**src/rtl/edge_pkg.sv**
```systemverilog
// Shared types and default geometry for the Sobel edge frame sequencer.
package edge_pkg;

  typedef enum logic [1:0] {IDLE, FEED, FLUSH, DONE} state_t;

  localparam int IMG_W_DEF = 480;
  localparam int IMG_H_DEF = 360;
  localparam int PAD_W_DEF = IMG_W_DEF + 2;
  localparam int PAD_H_DEF = IMG_H_DEF + 2;
  localparam int COORD_W   = 9;

  // One zero column/row of padding on each side of the active image.
  function automatic int pad_dim(input int n);
    return n + 2;
  endfunction

endpackage

```
**src/rtl/edge_raster_cnt.sv**
```systemverilog
// Column/row raster walker over a COLS x ROWS grid; steps one position per enable.
module edge_raster_cnt #(
  parameter int COLS = 6,
  parameter int ROWS = 5,
  localparam int CW = $clog2(COLS),
  localparam int RW = $clog2(ROWS)
) (
  input  logic          clk,
  input  logic          rst,
  input  logic          en,
  input  logic          clr,
  output logic [CW-1:0] col,
  output logic [RW-1:0] row,
  output logic          wrap,
  output logic          last
);

  // wrap/last describe the current position, so callers can decode edges before stepping.
  assign wrap = (col == CW'(COLS - 1));
  assign last = wrap && (row == RW'(ROWS - 1));

  always_ff @(posedge clk or negedge rst) begin
    if (!rst) begin
      col <= '0;
      row <= '0;
    end else if (clr) begin
      col <= '0;
      row <= '0;
    end else if (en) begin
      if (wrap) begin
        col <= '0;
        row <= last ? '0 : row + RW'(1);
      end else begin
        col <= col + CW'(1);
      end
    end
  end

endmodule

```
**src/rtl/edge_frame_ctrl.sv**
```systemverilog
// Frame sequencer: feeds a zero-padded raster into the edge datapath, flushes its
// line-buffer latency, and returns interior results tagged with (x,y).
module edge_frame_ctrl
  import edge_pkg::*;
#(
  parameter int IMG_W = IMG_W_DEF,
  parameter int IMG_H = IMG_H_DEF,
  parameter int LAT   = IMG_W + 2
) (
  input  logic               clk,
  input  logic               rst,
  input  logic               start,
  input  logic               abort,
  output logic               busy,
  output logic               done,
  input  logic               in_valid,
  output logic               in_ready,
  input  logic [7:0]         in_r,
  input  logic [7:0]         in_g,
  input  logic [7:0]         in_b,
  output logic               dp_en,
  output logic [7:0]         dp_r,
  output logic [7:0]         dp_g,
  output logic [7:0]         dp_b,
  input  logic [7:0]         dp_edge_x,
  input  logic [7:0]         dp_edge_y,
  output logic               out_valid,
  input  logic               out_ready,
  output logic [COORD_W-1:0] out_x,
  output logic [COORD_W-1:0] out_y,
  output logic [7:0]         out_edge_x,
  output logic [7:0]         out_edge_y,
  output logic               out_last
);

  localparam int PAD_W = pad_dim(IMG_W);
  localparam int PAD_H = pad_dim(IMG_H);
  localparam int CW    = $clog2(PAD_W);
  localparam int RW    = $clog2(PAD_H);
  localparam int LW    = $clog2(LAT + 1);

  state_t          state_reg, state_next;
  logic [LW-1:0]   lat_cnt_reg;
  logic            primed, stall, cnt_clr, issue_en, out_en;
  logic            issue_pad, out_interior;
  logic [CW-1:0]   icol, ocol;
  logic [RW-1:0]   irow, orow;
  logic            iwrap, ilast, owrap, olast;

  assign stall    = out_valid && !out_ready;
  assign primed   = (lat_cnt_reg == LW'(LAT));
  assign cnt_clr  = abort || (state_reg == IDLE);
  assign issue_en = dp_en && (state_reg == FEED);
  assign out_en   = dp_en && primed;
  assign busy     = (state_reg == FEED) || (state_reg == FLUSH);
  assign done     = (state_reg == DONE);

  assign issue_pad    = (icol == '0) || iwrap || (irow == '0) || (irow == RW'(PAD_H - 1));
  assign out_interior = (ocol != '0) && !owrap && (orow != '0) && (orow != RW'(PAD_H - 1));

  edge_raster_cnt #(.COLS(PAD_W), .ROWS(PAD_H)) u_issue_cnt (
    .clk(clk), .rst(rst), .en(issue_en), .clr(cnt_clr),
    .col(icol), .row(irow), .wrap(iwrap), .last(ilast)
  );

  // Trails the issue side by LAT enables: points at the padded index whose result is on dp_edge_*.
  edge_raster_cnt #(.COLS(PAD_W), .ROWS(PAD_H)) u_out_cnt (
    .clk(clk), .rst(rst), .en(out_en), .clr(cnt_clr),
    .col(ocol), .row(orow), .wrap(owrap), .last(olast)
  );

  always_ff @(posedge clk or negedge rst) begin
    if (!rst) state_reg <= IDLE;
    else      state_reg <= state_next;
  end

  always_ff @(posedge clk or negedge rst) begin
    if (!rst)                 lat_cnt_reg <= '0;
    else if (cnt_clr)         lat_cnt_reg <= '0;
    else if (dp_en && !primed) lat_cnt_reg <= lat_cnt_reg + LW'(1);
  end

  always_comb begin
    state_next = state_reg;
    in_ready   = 1'b0;
    dp_en      = 1'b0;
    dp_r       = '0;
    dp_g       = '0;
    dp_b       = '0;
    case (state_reg)
      IDLE: if (start) state_next = FEED;
      FEED: begin
        if (issue_pad) begin
          dp_en = !stall;
        end else begin
          in_ready = !stall;
          dp_en    = in_valid && !stall;
          dp_r     = in_r;
          dp_g     = in_g;
          dp_b     = in_b;
        end
        if (dp_en && ilast) state_next = FLUSH;
      end
      // The flush ends when the trailing counter reaches the final padded index.
      FLUSH: begin
        dp_en = !stall;
        if (dp_en && olast) state_next = DONE;
      end
      DONE:    state_next = IDLE;
      default: state_next = IDLE;
    endcase
    if (abort) begin
      state_next = IDLE;
      in_ready   = 1'b0;
      dp_en      = 1'b0;
    end
  end

  always_ff @(posedge clk or negedge rst) begin
    if (!rst) begin
      out_valid  <= 1'b0;
      out_x      <= '0;
      out_y      <= '0;
      out_edge_x <= '0;
      out_edge_y <= '0;
      out_last   <= 1'b0;
    end else if (abort) begin
      out_valid  <= 1'b0;
      out_x      <= '0;
      out_y      <= '0;
      out_edge_x <= '0;
      out_edge_y <= '0;
      out_last   <= 1'b0;
    end else if (out_en && out_interior) begin
      out_valid  <= 1'b1;
      out_x      <= COORD_W'(ocol - CW'(1));
      out_y      <= COORD_W'(orow - RW'(1));
      out_edge_x <= dp_edge_x;
      out_edge_y <= dp_edge_y;
      out_last   <= (ocol == CW'(IMG_W)) && (orow == RW'(IMG_H));
    end else if (out_valid && out_ready) begin
      out_valid  <= 1'b0;
      out_x      <= '0;
      out_y      <= '0;
      out_edge_x <= '0;
      out_edge_y <= '0;
      out_last   <= 1'b0;
    end
  end

endmodule

```
**config.mk**
```make
export PLATFORM = sky130hd
export DESIGN_NAME = edge_frame_ctrl
export DESIGN_NICKNAME = d
export VERILOG_FILES = /design/src/rtl/edge_pkg.sv /design/src/rtl/edge_raster_cnt.sv /design/src/rtl/edge_frame_ctrl.sv
export SDC_FILE = /design/constraint.sdc
export NUM_CORES = 1
export LEC_CHECK = 0
export BUFFER_PORTS_ARGS = -buffer_cell sky130_fd_sc_hd__buf_4
export CAP_MARGIN = 20
export CORE_MARGIN = 3
export CORE_UTILIZATION = 55
export CTS_CLUSTER_SIZE = 8
export DETAILED_ROUTE_END_ITERATION = 10
export GPL_TIMING_DRIVEN = 0
export MAX_ROUTING_LAYER = met4
export PLACE_DENSITY = 0.8
export SYNTH_ARGS = -nofsm -noshare
export SYNTH_HDL_FRONTEND = slang
export SYNTH_SLANG_ARGS = --single-unit
```
**constraint.sdc**
```tcl
create_clock -name clk -period 3.2 [get_ports clk]
set_input_delay 0 -clock clk [delete_from_list [all_inputs] [get_ports clk]]
set_output_delay 0 -clock clk [all_outputs]
set_load 0.05 [all_outputs]
```
# Word level (Yosys, flattened, before mapping)
# Cells that the tools add are included.
# classes
addsub	7
reduce_logical	38
muxes	49
eq_ne	14
# op_table
cell	n
9-bit 2-to-1 mux	21
8-bit 2-to-1 mux	11
9-bit == test (second input constant)	7
9-bit by 1-bit adder with 9-bit output (second input constant)	5
9-bit logical NOT	2
9-bit nonzero test	2
9-bit by 1-bit subtractor with 9-bit output (second input constant)	2
1-bit logical AND	15
1-bit 2-to-1 mux	11
2-bit nonzero test	5
9-bit != test (second input constant)	1
2-bit 2-to-1 mux	4
2-bit one-hot mux with 4 select lines	1
3-bit by 2-bit != test with 1-bit output (second input constant)	2
1-bit logical OR	5
2-bit == test (second input constant)	2
1-bit logical NOT	4
2-bit AND reduction	2
3-bit != test (second input constant)	1
3-bit AND reduction	1
3-bit nonzero test	1
2-bit by 1-bit == test with 1-bit output (second input constant)	1
2-bit logical NOT	1
1-bit one-hot mux with 2 select lines	1
# word_totals
ff_bits	83

# Logic depth before layout (Yosys ltp)
# Gate-level depths: netlist (run 1).
# logic_depth
ltp_word	12
ltp_mapped	11
mapped_depth_nobuf	8

# By module
# From an unflattened synthesis (run 1), not the netlist that was laid out.
# hier_totals
cells_unflattened	546
area_unflattened_um2	5016.1
# by_module_without_submodules
module	area_per_inst_um2	instances	seq_area_each_um2	cells_per_inst
edge_frame_ctrl	2884.0	1	1176.1	312
edge_raster_cnt	1066.0	2	450.4	117

# Worst setup path after synthesis (run 1)
# OpenSTA, ideal clock, no wires.
# synth_path
path_kind	register to register
start	register state_reg[1]
end	register out_last
path_slack_ns	0.492
arrival_ns	2.629
path_stages_with_launch	12
setup_ns	0.079
n_path_buf	3
cell_sequence	dfrtp_1 > inv_1 > ha_1 > nand2b_4 > or3b_1 > buf_2 > nor2_4 > a21boi_4 > o211a_1 > buf_4 > buf_6 > mux2i_1
# synth_via
elab_chain_len	7
word_cells_on_any_way	9
# synth_rtl
item	line	source
start: declaration	edge_frame_ctrl.sv:42	state_t state_reg, state_next;
start signal: assignment	edge_frame_ctrl.sv:74	else state_reg <= state_next;
2-bit == test or 2-bit by 1-bit == test with 1-bit output (tied branches)	edge_frame_ctrl.sv:90	case (state_reg)
1-bit one-hot mux with 2 select lines *	edge_frame_ctrl.sv:90	
1-bit 2-to-1 mux *	edge_frame_ctrl.sv:112	if (abort) begin
1-bit logical AND *	edge_frame_ctrl.sv:54	assign out_en = dp_en && primed;
1-bit logical AND *	edge_frame_ctrl.sv:134	end else if (out_en && out_interior) begin
1-bit 2-to-1 mux	edge_frame_ctrl.sv:134	
1-bit 2-to-1 mux	edge_frame_ctrl.sv:127	end else if (abort) begin
end signal: assignment	edge_frame_ctrl.sv:140	out_last <= (ocol == CW'(IMG_W)) && (orow == RW'(IMG_H));
end: declaration	edge_frame_ctrl.sv:33	output logic out_last
# Every way passes the cells marked *; elsewhere a longest branch is shown, timed or not.
# A chain may end at the register's enable or synchronous reset.

# Worst setup path after layout (run 1)
# layout_path
start	register u_issue_cnt.col[0]
end	output dp_g[4]
# layout_via
elab_chain_len	6
word_cells_on_any_way	7
# layout_rtl
item	line	source
start: declaration	edge_raster_cnt.sv:12	output logic [CW-1:0] col,
start signal: assignment	edge_raster_cnt.sv:34	col <= col + CW'(1);
9-bit == test or 9-bit logical NOT (tied branches)	edge_raster_cnt.sv:19, edge_frame_ctrl.sv:58	
1-bit logical OR * (3 in series)	edge_frame_ctrl.sv:58	assign issue_pad = (icol == '0) || iwrap || (irow == '0) || (irow == RW'(PAD_H - 1));
8-bit 2-to-1 mux *	edge_frame_ctrl.sv:93	if (issue_pad) begin
8-bit 2-to-1 mux *	edge_frame_ctrl.sv:90	
end: declaration	edge_frame_ctrl.sv:23	output logic [7:0] dp_g,
# Marked as above.

==> metrics, run 1 <==
largest net degree at the start of global routing=84; simple-gate area share of the yosys netlist=24.9%; most common cell after layout, fill and taps aside=buf_4; cts bufs inserted=9; vias=5001; Final setup viols=0; Slew headroom=53.3%; Hold Path Stages=4; post-cts sizing count=0; pwr/cell area=369 nW/um2; met1 Usage GRT=32.9%; initial core utilization=58.2%; Synth Area in Compound Gates=15.4%; crit share post-route=89.5%; max-cap violations=0; RSZ-0062 raised after global routing=no; Multi-input gate area=2840 um2; Worst VDD drop=0.233 mV; most used flip-flop cell after synthesis=dfrtp_1; vias in the first global route=4799; CTS Sinks=83; Reg-to-Reg End=u_out_cnt.col[8]; antenna violations before repair=0; RePlAce Congestion=0.877; Post-Synth XOR/XNOR Area=2.36%; DR WL/cell=16.7 um; clk_skew=0.0165 ns; CP Class=reg2out; Worst Hold End=out_edge_y[1]; cell taking the most area after synthesis=dfrtp_1; Antenna Violating Nets Remaining=0; Synth Area in Adders=4.57%; Post-Syn Nets=655; Synthesis Warnings=0; Cell Rows=34; Reg2Reg Setup Slack=0.41 ns; Die Area=10700 um2; Final Max Tran Viols=0; die outline width=103 um; Avg Cell Area, Syn=8.82 um2; Hold Path Class=in2reg; CP max FO=10; Reg clk slew, reported paths=0.10 ns; CTS Root Cell=clkbuf_8; f_max=0.349 GHz; met2 usage=45.5%; I/O pin total=110; hold path start=out_ready; distinct cell type count after synthesis=63; Setup crit end kind=output port; synthesized area=5200 um2; Bufs on Longest Clock Path=2; main combinational cell family by area after synthesis=simple AND/OR/NAND/NOR gates; HPWL after DPL=9850 um; Max H-tree Level=3; critical-path cell list=ha_1, nand3_1, nor2_1, o21ai_1, and3_1, clkbuf_1, and2_1, buf_4; Seq/Total Area, Yosys=39.9%; outcome=finished, final reports clean; ant diodes=0; GRT overflow=0; Yosys reg bits=83; clk_lat worst skew=0.37 ns; DRC violations left=0; mux share of post-synthesis cell area=7.31%; share of cells above drive strength 1=20.7%; fillers=645; DRT Wirelength=14000 um; Port Buffers=108; # nets final=794; Final Hold Viols=0; commonest non-fill, non-tap cells in the layout=buf_4 (109), dfrtp_1 (83), nand2_1 (80); GR peak layer=met2; min Tclk post-route=2.86 ns; WP data required=3.20 ns; Layout area overhead=26.0%; Final Util=73.3%; Core ar.=8930 um2; Synth area leaders=dfrtp_1 (40%), mux2i_1 (7.3%), nand2_1 (5.8%); global routing usage on met3=4.63%; first-pass GRT wire length=22100 um; GRT Overall Usage=26.7%; Initial DRC Count=407; Post-Syn Instances=590; Reg area=2080 um2; first drt pass iteration count=5; P_leak=3.16 nW; Post-synth ARST share=100%; crit-path max cell delay=0.51 ns; share of the synthesized area in the top cell type=39.9%; Worst Max-Slew Pin Slew=0.697 ns; setup TNS=0 ns; CTS tree=done; CP Launch Type=register; Post-synth EDFFs=0; Arr. time, crit path=2.86 ns; Vias/cell=5.94; slowest cell on the critical path=o21ai_1; die height=103 um; reg-to-reg startpoint=state_reg[0]; FF-to-FF path depth=9
==> routing by layer <==
| layer | wire (um) | share of wire [%] | vias to the layer above |
|---|---|---|---|
| li1 | - | - | 2375 |
| met1 | 5860 | 42 | 2376 |
| met2 | 7100 | 51 | 219 |
| met3 | 846 | 6.0 | 31 |
| met4 | 225 | 1.6 | 0 |
| met5 | 0 | 0 | - |
==> worst max-delay path: cells and delay by family, from the launching register on <==
kind                       cells  cell delay, ns
and+or+nand+nor                4            0.79
AOI/OAI and AO/OA              1            0.51
buffers and inverters          2            0.48
DFF                            1            0.46
adders and majority gates      1            0.24
==> stage by stage <==
stage | power (mW) | setup WS (ns) | instance area, um2 | hold WS (ns) | std cells
3_3_place_gp | 1.63 | 0.544 | 6150 | 0.240 | 806
4_1_cts | 2.41 | 0.327 | 6520 | 0.0803 | 840
5_1_grt | 2.53 | 0.100 | 6550 | 0.125 | 842
2_1_floorplan | 1.45 | 0.492 | 5200 | -0.296 | 590
6_report | 2.41 | 0.335 | 6550 | 0.0913 | 842
3_5_place_dp | 1.66 | 0.467 | 6150 | 0.245 | 806
==> worst max path at each step <==
stage / startpoint / slack, ns / endpoint
finish: u_issue_cnt.col[0] / 0.34 / dp_g[4]
global route: u_issue_cnt.col[0] / 0.10 / dp_g[4]
CTS: u_issue_cnt.col[0] / 0.33 / dp_g[2]
detailed placement: state_reg[0] / 0.47 / out_x[2]
global placement: state_reg[0] / 0.54 / u_out_cnt.col[7]
floorplan: state_reg[1] / 0.49 / out_last
==> logic make-up (layout without fill, tap and decap cells) <==
| logic type | count (synthesis) | count (layout) |
|---|---|---|
| AO/OA/AOI/OAI | 117 | 117 |
| XOR/XNOR | 14 | 14 |
| adder cells (fa/ha/maj) | 19 | 19 |
| buffers and inverters | 69 | 213 |
| flip-flops | 83 | 83 |
| multiplexers | 38 | 38 |
| AND/OR/NAND/NOR | 250 | 250 |
==> repair_timing <==
action | 4_1_cts | 5_1_grt
buffers inserted | 0 | 0
hold buffers | 18 | 0
endpoints found under the hold margin | 100 | 0
==> power breakdown <==
part	leakage [nW]	internal, mW	switching [mW]
Combinational	1.91	0.182	0.395
Clock	0.100	0.321	0.426
Sequential	1.16	1.07	0.0249
==> cells in the mapped netlist (3+ instances only) <==
cell,n
and2_1,30
mux2i_1,38
and3_1,11
o41ai_1,3
xor2_1,4
buf_2,6
o311ai_0,3
nand4_1,9
or3_1,13
nand3_1,31
nor2_1,25
xnor2_1,10
nor3_1,13
or2_2,7
a21oi_1,28
o31ai_1,15
o22ai_1,3
nor3b_1,5
clkbuf_1,26
ha_1,19
o21ai_0,25
dfrtp_1,83
nand2_1,80
inv_1,34
o211ai_1,12
a31oi_1,3
or4_1,8
==> final cells by class <==
| cell class | instances | share of cell area, % |
|---|---|---|
| Clock buffer | 10 | 2.10 |
| Inverter | 34 | 1.95 |
| Sequential cell | 83 | 31.7 |
| Multi-Input combinational cell | 438 | 43.3 |
| Timing Repair Buffer | 128 | 15.6 |
| Tap cell | 108 | 2.06 |
| Buffer | 35 | 2.41 |
| Clock inverter | 6 | 0.840 |
Note: power is estimated with default switching activity, not from simulation.
==> run 2: changes to the inputs <==
MAX_ROUTING_LAYER = default   (was met4)
clock period = 2.7 ns   (was 3.2 ns; I/O delays follow)
==> run 2 against run 1 <==
- final area increased by 2.7%
- sequential power increased by 18%
- critical endpoint is now out_y[7]
- largest cell class unchanged
- non-clock buffer count increased by 12
- worst setup slack got worse by 0.24 ns
==> metrics, run 2 (synthesized netlist as in run 1, its figures left out) <==
outcome=finished, final reports clean; Worst Max-Slew Pin Slew=0.758 ns (+0.0606 ns); die height=103 um (unchanged); f_max=0.384 GHz; slowest cell on the critical path=or4b_1; power share of the combinational group=25.1% (+1.2 points); share of cells above drive strength 1=23.3% (+2.6 points); Setup crit end kind=register; Hold Path Class=in2async; Port Buffers=108 (unchanged); Die Area=10700 um2 (unchanged); met1 Usage GRT=32.2% (-0.66 points); Arr. time, crit path=2.88 ns (+0.02 ns); vias in the first global route=4796 (-0.063%); Internal Power=1.94 mW (+23%); FF-to-FF path depth=10 (+1); Bufs on Longest Clock Path=2 (unchanged); clk_lat worst skew=0.36 ns (about the same); P_leak=3.23 nW (+2.2%); crit share post-route=96.4%; cts bufs inserted=9 (unchanged); Total Power=2.93 mW (+21%); GR peak layer=met2; pwr/cell area=436 nW/um2 (+18%); initial core utilization=58.2% (unchanged); Antenna Violating Nets Remaining=0 (unchanged); antenna violations before repair=0 (unchanged); Slew headroom=49.3% (-4.1 points); Sequential Power Share=43.8% (-1.4 points); Hold Worst Slack=0.0331 ns (-0.0582 ns); NetSw=0.995 mW (+18%); Reg2Reg Setup Slack=0.1 ns (-0.31 ns); min Tclk post-route=2.60 ns; crit-path max cell delay=0.46 ns (-0.05 ns); Reg clk slew, reported paths=0.09 ns (about the same); Final Max Tran Viols=0 (unchanged); GRT overflow=0 (unchanged); HPWL after DPL=9780 um (-0.74%); # nets final=806 (+1.5%); Vias/cell=5.90 (-0.60%); Clock power frac=31.0% (about the same); die outline width=103 um (unchanged); DRT Wirelength=13900 um (-0.74%); CTS tree=done; WP data required=2.98 ns (-0.22 ns); met2 usage=44.3% (-1.3 points); fillers=612 (-5.1%); vias=5042 (+0.82%); Layout area overhead=29.3%; most common cell after layout, fill and taps aside=buf_4; GRT Overall Usage=25.3% (-1.4 points); ant diodes=0 (unchanged); Reg-to-Reg End=out_y[7]; DR WL/cell=16.3 um (-2.1%); first drt pass iteration count=5 (unchanged); Core ar.=8930 um2 (unchanged); Final Hold Viols=0 (unchanged); max-cap violations=0 (unchanged); CTS Sinks=83 (unchanged); critical-path cell list=inv_1, ha_1, or4b_1, mux2i_2, nand2_2, buf_4, a21boi_4, o211a_1, buf_6, mux2i_1; I/O pin total=110 (unchanged); largest net degree at the start of global routing=84 (unchanged); RePlAce Congestion=0.871 (-0.75%); DRC violations left=0 (unchanged); first-pass GRT wire length=21800 um (-1.4%); commonest non-fill, non-tap cells in the layout=buf_4 (121), dfrtp_1 (83), nand2_1 (80); Max H-tree Level=3 (unchanged); Cell Rows=34 (unchanged); reg-to-reg startpoint=u_issue_cnt.row[0]; Final setup viols=0 (unchanged); CP Launch Type=register; CTS Root Cell=clkbuf_8; global routing usage on met3=3.89% (-0.74 points); clk_skew=0.0141 ns (-0.00239 ns); switching share of power=33.9% (-1.1 points); RSZ-0062 raised after global routing=yes; Initial DRC Count=352 (-14%); CP max FO=14 (+4); Worst VDD drop=0.270 mV (+16%); CP Class=reg2reg
-- run 2: changes by cell type in the layout (fill, tap and decap cells not counted), moves of 2 or more --
cell,change
clkbuf_2,+4
o31ai_2,+2
buf_4,+12
clkbuf_1,-3
clkinvlp_4,+3
o31ai_1,-2
inv_6,-2
buf_2,-3
-- run 2: repair_timing --
| item | CTS | global route |
|---|---|---|
| setup buffers | 4 | 9 |
| pin swaps | 1 | 5 |
| hold buffers | 18 | 0 |
| resized for setup | 4 | 19 |
| hold endpoints to repair | 100 | 0 |
| setup endpoints to repair | 34 | 71 |
-- run 2: critical path: cells and delay by family (launching register included) --
family,cells,cell delay [ns]
DFF,1,0.41
and+or+nand+nor,2,0.61
adders and majority gates,1,0.14
buffers and inverters,3,0.48
muxes,2,0.43
AOI/OAI and AO/OA,2,0.45
-- run 2: cell type report --
cell class / count / area [um2] / share of cell area [%]
Multi-Input combinational cell: 438 / 2900 / 43.2
Sequential cell: 83 / 2080 / 30.9
Timing Repair Buffer: 141 / 1120 / 16.7
Buffer: 34 / 159 / 2.36
Tap cell: 108 / 135 / 2.01
Inverter: 34 / 128 / 1.90
Clock buffer: 9 / 124 / 1.84
Clock inverter: 7 / 75.1 / 1.12
-- run 2: routing by layer --
metal	part of all wire [%]	up-vias	wire length [um]
met5	0	-	0
met4	1.9	0	264
met3	6.2	32	859
met2	50	218	6940
met1	42	2391	5870
li1	-	2401	-
-- run 2: power groups by stage --
| stage | clock (mW) | sequential (mW) | combinational [mW] |
|---|---|---|---|
| after global placement | 0 | 1.31 | 0.629 |
| after floorplan | 0 | 1.31 | 0.423 |
| after CTS | 0.930 | 1.28 | 0.706 |
| after detailed placement | 0 | 1.31 | 0.652 |
| after global routing | 0.975 | 1.29 | 0.799 |
| final | 0.910 | 1.29 | 0.737 |
-- run 2: through the flow --
stage          util (%)  TNS (ns)  setup slack [ns]  cells  cell area [um2]
5_1_grt            75.3    -0.376           -0.0441    854             6730
2_1_floorplan         -         0            0.0520    590             5200
6_report           75.3         0            0.0981    854             6730
3_3_place_gp       68.8         0            0.0262    806             6150
3_5_place_dp       68.8    -0.425            -0.130    806             6150
4_1_cts            73.4         0           0.00346    843             6560
-- run 2: worst max-delay path by stage --
stage                  endpoint  depth (start not counted)          startpoint
4_1_cts                 dp_b[2]                          9  u_issue_cnt.row[0]
3_5_place_dp   u_out_cnt.col[8]                          9        state_reg[1]
2_1_floorplan          in_ready                          6  u_issue_cnt.col[0]
5_1_grt           out_edge_x[7]                         10  u_issue_cnt.row[0]
3_3_place_gp   u_out_cnt.col[7]                          9        state_reg[1]
6_report               out_y[7]                         10  u_issue_cnt.row[0]
==> run 3: changes to the inputs <==
CTS_BUF_LIST = sky130_fd_sc_hd__clkbuf_4   (was default)
==> run 3 against run 2 <==
- cell count decreased by 0.12%
- combinational power about the same
- clock skew rose by 0.0059 ns
- via count decreased by 0.99%
- highest routed layer unchanged
- global-route usage about the same
- largest cell class unchanged
- sequential cell count is the same
- non-clock buffer count is 1 lower
- register-to-register slack about the same
- clock-buffer cell count stayed put
- fmax down 0.17%
- worst setup slack lost 0.0044 ns
==> metrics, run 3 (synthesized netlist as in run 1, its figures left out) <==
cts bufs inserted=9 (unchanged); GRT Overall Usage=25.2% (-0.035 points); CP Class=reg2reg; share of cells above drive strength 1=23.5% (+0.17 points); min Tclk post-route=2.61 ns (+0.00440 ns); Arr. time, crit path=2.97 ns (+0.09 ns); Antenna Violating Nets Remaining=0 (unchanged); critical-path cell list=inv_1, ha_1, or4b_4, mux2i_2, nand2_2, buf_4, a31o_2, buf_6, or4_1, nand3_1; RePlAce Congestion=0.871 (unchanged); Final Max Tran Viols=0 (unchanged); CP Launch Type=register; Reg clk slew, reported paths=0.14 ns (+0.05 ns); vias in the first global route=4748 (-1.0%); DRC violations left=0 (unchanged); most common cell after layout, fill and taps aside=buf_4; crit share post-route=96.5% (+0.16 points); Hold Path Class=in2async; I/O pin total=110 (unchanged); commonest non-fill, non-tap cells in the layout=buf_4 (122), dfrtp_1 (83), nand2_1 (80); Crit path buffers/inverters=3 (unchanged); DRT Wirelength=13800 um (-1.0%); clk_lat worst skew=0.43 ns (+0.07 ns); first-pass GRT wire length=21700 um (-0.38%); CTS tree=done; WP data required=3.07 ns (+0.09 ns); die height=103 um (unchanged); crit-path max cell delay=0.47 ns (about the same); f_max=0.384 GHz (-0.17%); die outline width=103 um (unchanged); fillers=645 (+5.4%); Core ar.=8930 um2 (unchanged); Total Power=2.77 mW (-5.5%); CTS Root Cell=clkbuf_4; critical path's top delay family=simple AND/OR/NAND/NOR gates; HPWL after DPL=9780 um (unchanged); placed cell area=6150 um2 (unchanged); setup TNS=0 ns (unchanged); first drt pass iteration count=5 (unchanged); pwr/cell area=416 nW/um2 (-4.6%); outcome=finished, final reports clean; Initial DRC Count=381 (+8.2%); crit path launch=u_issue_cnt.row[0]; P_leak=3.21 nW (-0.82%); Die Area=10700 um2 (unchanged); largest net degree at the start of global routing=84 (unchanged); Slew headroom=47.9% (-1.4 points); slowest cell on the critical path=or4_1; reg-to-reg startpoint=u_issue_cnt.row[0]; antenna violations before repair=0 (unchanged); Cell Rows=34 (unchanged); vias=4992 (-0.99%); clk_skew=0.0200 ns (+0.00587 ns); Max H-tree Level=3 (unchanged); Worst Max-Slew Pin Slew=0.779 ns (+0.0214 ns); DR WL/cell=16.2 um (-0.88%); Final Hold Viols=0 (unchanged); max-cap violations=0 (unchanged); Port Buffers=108 (unchanged); CP max FO=10 (-4); Vias/cell=5.85 (-0.88%); post-route cell area=6660 um2 (-0.97%); initial core utilization=58.2% (unchanged); ant diodes=0 (unchanged); Hold Worst Slack=0.0151 ns (-0.0180 ns); Final setup viols=0 (unchanged); # nets final=805 (-0.12%); CTS Sinks=83 (unchanged); Layout area overhead=28.1%; Worst VDD drop=0.253 mV (-6.2%); Setup crit end kind=register; Bufs on Longest Clock Path=2 (unchanged); GRT overflow=0 (unchanged)
[run 3: cell count changes in the layout (fill, tap and decap cells not counted), sizes merged]
cell / delta
clkbuf: -1
[run 3: final cells by class]
class                   instances  area (um2)  area share [%]
clock inverters                 7        75.1            1.13
well taps                     108         135            2.03
clock buffers                   9        67.6            1.01
plain buffers                  33         153            2.29
repair buffers                141        1120            16.8
inverters                      34         128            1.92
flip-flops and latches         83        2080            31.2
multi-input cells             438        2910            43.6
[run 3: through the flow]
step,utilization [%],cells,worst slack (ns)
floorplan,-,590,0.0520
global placement,68.8,806,0.0262
detailed placement,68.8,806,-0.130
CTS,73.0,845,0.000785
global route,74.6,853,-0.00530
finish,74.6,853,0.0937
[run 3: worst register-to-register path: cells and delay by family (launching register included)]
family                     cells  cell delay (ns)
DFF                            1             0.43
muxes                          1             0.19
buffers and inverters          3             0.43
AOI/OAI and AO/OA              1             0.25
and+or+nand+nor                4             1.11
adders and majority gates      1             0.14
[run 3: power breakdown]
group	switching [mW]	internal [mW]	total [mW]
clock network	0.460	0.287	0.746
registers	0.0215	1.26	1.29
logic	0.494	0.243	0.738
[run 3: path summary, 6_finish.rpt]
check,to,slack (ns),cells after the start
setup reg to reg,u_issue_cnt.col[6],0.09,10
hold / removal,out_edge_x[3],0.02,2
max in group asynchronous,u_out_cnt.row[6],2.07,3
min in group clk,out_edge_y[1],0.03,4
hold reg to reg,out_y[6],0.54,2
setup / recovery,u_issue_cnt.col[6],0.09,10
[run 3: repair_timing]
| item | 4_1_cts | 5_1_grt |
|---|---|---|
| endpoints found under the hold margin | 103 | 0 |
| setup endpoints to repair | 35 | 59 |
| pin swaps | 0 | 4 |
| gates resized for setup | 5 | 18 |
| hold buffers | 18 | 0 |
| buffers inserted | 5 | 8 |
[run 3: metal layers]
| metal | up-vias | wire (um) | track usage, % |
|---|---|---|---|
| met2 | 206 | 6860 | 44.2 |
| met1 | 2360 | 5900 | 32.2 |
| met4 | 0 | 231 | 6.37 |
| met3 | 26 | 809 | 4.83 |
| met5 | - | 0 | 0 |
| li1 | 2400 | - | - |
